### config.mk
export PLATFORM = sky130hd
export DESIGN_NAME = sync_down_counter
export DESIGN_NICKNAME = d
export VERILOG_FILES = /design/src/rtl/sync_down_counter.sv
export SDC_FILE = /design/constraint.sdc
export NUM_CORES = 1
export LEC_CHECK = 0
export ABC_AREA = 1
export CAP_MARGIN = 30
export CORE_MARGIN = 10
export CORE_UTILIZATION = 32
export CTS_CLUSTER_DIAMETER = 100
export CTS_CLUSTER_SIZE = 28
export DETAILED_ROUTE_END_ITERATION = 8
export PLACE_DENSITY_LB_ADDON = 0.05
export SLEW_MARGIN = 5
export SYNTH_ARGS = -nofsm -noshare
export SYNTH_HDL_FRONTEND = slang
export SYNTH_SLANG_ARGS = --single-unit
### constraint.sdc
create_clock -name clk -period 1.6 [get_ports clk]
set_input_delay 0.4 -clock clk [delete_from_list [all_inputs] [get_ports clk]]
set_output_delay 0.4 -clock clk [all_outputs]
set_load 0.02 [all_outputs]
### src/rtl/sync_down_counter.sv
// Synchronous down counter / interval timer: T-flip-flop borrow chain plus an IDLE/RUN/DONE control FSM.
// Optional build macro SYNC_DOWN_COUNTER_AUTORELOAD_EN: reload from reload_reg on underflow instead of stopping.
module sync_down_counter #(
    parameter int WIDTH = 4
) (
    input  logic             clk,
    input  logic             reset,
    input  logic             load,
    input  logic [WIDTH-1:0] load_val,
    input  logic             start,
    input  logic             en,
    output logic [WIDTH-1:0] Q,
    output logic             busy,
    output logic             tc,
    output logic             done
);

    typedef enum logic [1:0] {
        IDLE = 2'd0,
        RUN  = 2'd1,
        DONE = 2'd2
    } state_t;

    localparam logic [WIDTH-1:0] ZERO = '0;
    localparam logic [WIDTH-1:0] ONE  = {{(WIDTH-1){1'b0}}, 1'b1};

    state_t           state;
    logic [WIDTH-1:0] reload_reg;
    logic             q_zero;
    logic             dec;
    logic [WIDTH-1:0] t;
    logic [WIDTH-1:0] q_dec;

    assign q_zero = (Q == ZERO);
    assign dec    = (state == RUN) && en && !q_zero;

    // Borrow chain: bit i toggles when every lower bit is already zero.
    always_comb begin
        t[0] = dec;
        for (int i = 1; i < WIDTH; i++) begin
            t[i] = t[i-1] & ~Q[i-1];
        end
        q_dec = Q ^ t;
    end

    always_ff @(posedge clk) begin
        if (reset) begin
            Q          <= ZERO;
            reload_reg <= ZERO;
            state      <= IDLE;
            tc         <= 1'b0;
        end else if (load) begin
            Q          <= load_val;
            reload_reg <= load_val;
            state      <= IDLE;
            tc         <= 1'b0;
        end else begin
            tc <= 1'b0;
            case (state)
                IDLE: begin
                    if (start) begin
                        state <= q_zero ? DONE : RUN;
                    end
                end
                RUN: begin
                    if (q_zero) begin
`ifdef SYNC_DOWN_COUNTER_AUTORELOAD_EN
                        if (reload_reg == ZERO) begin
                            state <= DONE;
                        end else if (en) begin
                            Q <= reload_reg;
                        end
`else
                        state <= DONE;
`endif
                    end else if (dec) begin
                        Q  <= q_dec;
                        tc <= (Q == ONE);
                    end
                end
                DONE: begin
                    if (start) begin
                        Q <= reload_reg;
                        if (reload_reg != ZERO) begin
                            state <= RUN;
                        end
                    end
                end
                default: state <= IDLE;
            endcase
        end
    end

    assign busy = (state == RUN);
    assign done = (state == DONE);

endmodule

==> impl_metrics.tcl <==
set metrics [dict create \
    rsz0062_at_grt "yes" \
    status "finished clean" \
    wl_per_cell_um 10.2 \
    cts.sink_count 11 \
    first_pass_iters 4 \
    grt.total_usage 0.0849 \
    clk_path_buf_depth 2 \
    nNetsFinal 145 \
    yosys_warnings 0 \
    hold_start "reload_reg[3]" \
    cp.required_ns 1.76 \
    min_path_type "reg2reg" \
    worst_pin_slew_ns 0.214 \
    clk_latency_ns 0.26 \
    utilization 0.516 \
    top_usage_layer "met2" \
    ant_nets 0 \
    dp_cells 155 \
    worstSetupStartpoint "Q[2]" \
    holdBufCountCts 0 \
    drtIter0Drc 8 \
    worstSetupStartpointType "flop" \
    row_count 16 \
    tritoncts "done" \
    top_level_ports 16 \
    die_y_um 64.8 \
    hold_viol_final 0 \
    placed_area_um2 963 \
    post-cts-setup-buffers 0 \
    grt_pass1_wl_um 2840 \
    maxSlewViolCount 0 \
    portBuffers 15 \
    pre_cts_ws_ns -0.388 \
    synth_top_area_frac 0.343 \
    timing.final.ws_setup_ns 0.0304 \
    ys_types 17 \
    power.leakage_nw 0.491 \
    syn_inst 101 \
    ys_async_sr_fraction 0 \
    synth_top_area_cell "dfxtp_1" \
    setup-violations-final 0 \
    fin_cells 159 \
    die_area_um2 4200 \
    holdWs_ns 0.477 \
    fmax_ghz 0.637 \
    diodes 0 \
    grt_max_degree 7 \
    viasPerCell 4.40 \
    crit_path_max_fanout 2 \
    overflow 0 \
    drive_gt1_frac 0.303 \
    met2_usage 0.145 \
    synth.area.top_cells "dfxtp_1, nand2_1, inv_1" \
    drc 0 \
    critical_path_class "reg2reg" \
    grt.met1_usage 0.0859 \
    finClkSkew_ns 0.000160 \
    path_clk_slew_ns 0.07 \
    period_share 0.981 \
    power_density_nw_per_um2 713 \
    min_period_ns 1.57 \
    yosysSeqAreaShare 0.343 \
    synth_ff_type "dfxtp_1" \
    irDropWorstVdd_uv 444 \
    die_w_um 64.8 \
    slew_headroom 0.857 \
    cts_max_level 1 \
    yosys-top-cells-count "nand2_1, inv_1, nor2_1" \
    critPathCaptureType "flop" \
    numCtsBuffers 3 \
    grt_pass1_vias 691 \
    yosysMostFrequentCell "nand2_1" \
    r2r_start "Q[2]" \
    synth-seq-cells 11 \
    drv_cap 0 \
    core_area_um2 1940 \
    arrival_ns 1.73 \
    power.total_mw 0.714 \
    gp_congestion 0.807 \
    start_util 0.331 \
    synth.avg_cell_area_um2 6.36 \
    synth_nets 113 \
    antenna_found_initial 0 \
    final_cell_area_um2 1000 \
    route.vias.total 700 \
    use_met3 0.0481 \
    clock-root-buffer "clkbuf_4" \
    hpwl_um 1360 \
    netlist_area_um2 642 \
    fin_setup_tns_ns 0 \
    wl_um 1630 \
    syn_to_final_growth_pct 56.1 \
    synth-edff-count 0 \
]
==> kinds of logic (layout without fill, tap and decap cells) <==
| logic type | after synthesis | after routing | share of synthesized area |
|---|---|---|---|
| and+or+nand+nor | 61 | 61 | 0.421 |
| adders and majority gates | 3 | 3 | 0.0585 |
| AOI/OAI and AO/OA | 8 | 8 | 0.0721 |
| buffers and inverters | 18 | 49 | 0.105 |
| DFF | 11 | 11 | 0.343 |
==> cell type report <==
class | count | area, um^2
sequential | 11 | 230
timing repair buffer | 27 | 231
fill | 216 | 940
tap | 27 | 33.8
inverter | 18 | 67.6
multi-input combinational | 72 | 413
clock buffer | 4 | 26.3
==> worst max-delay path: stages (launching register included) <==
cell	delay, ns
dfxtp_2	0.33
nor2_4	0.11
nand2_2	0.07
nand2_2	0.08
inv_2	0.04
ha_4	0.15
ha_4	0.15
ha_4	0.16
inv_2	0.04
nand2_1	0.05
a21oi_2	0.10
nor2_1	0.05
nor2_1	0.09
nor2_1	0.05
==> report_power, final <==
part	switching, mW	total [mW]	internal (mW)	leakage, nW
clock	0.0907	0.187	0.0964	0.0150
combinational	0.114	0.218	0.104	0.383
sequential	0.0152	0.309	0.294	0.0930
==> path summary, 6_finish.rpt <==
path | slack [ns] | endpoint | depth (start not counted)
max | 0.03 | Q[3] | 13
min | 0.48 | reload_reg[3] | 2
max reg2reg | 0.03 | Q[3] | 13
min reg2reg | 0.48 | reload_reg[3] | 2
==> metal layers <==
layer  share of wire  up-vias
li1                -      378
met2            0.48       17
met1            0.43      301
met3           0.076        4
met4           0.014        0
met5               0        -
==> timing repair <==
item,4_1_cts,5_1_grt
setup endpoints to repair,8,3
gates cloned,0,0
endpoints found under the hold margin,0,0
resized for setup,10,5
pin swaps,7,4
==> placed cells by master, fill, tap and decap left out <==
cell / instances
o21ai_0: 1
o22ai_1: 3
nand2_2: 4
ha_4: 3
dlygate4sd2_1: 7
clkbuf_1: 1
dfxtp_4: 1
nand2_1: 27
nor2_1: 12
nand3_1: 11
a211oi_1: 1
dfxtp_1: 5
or2_2: 1
nor2_4: 3
a21oi_1: 2
a21oi_2: 1
nor2_2: 1
inv_2: 5
nand3_2: 1
clkbuf_4: 3
buf_4: 12
clkdlybuf4s50_1: 8
dfxtp_2: 5
nor3_1: 1
inv_1: 13
Note: power is estimated with default switching activity, not from simulation.
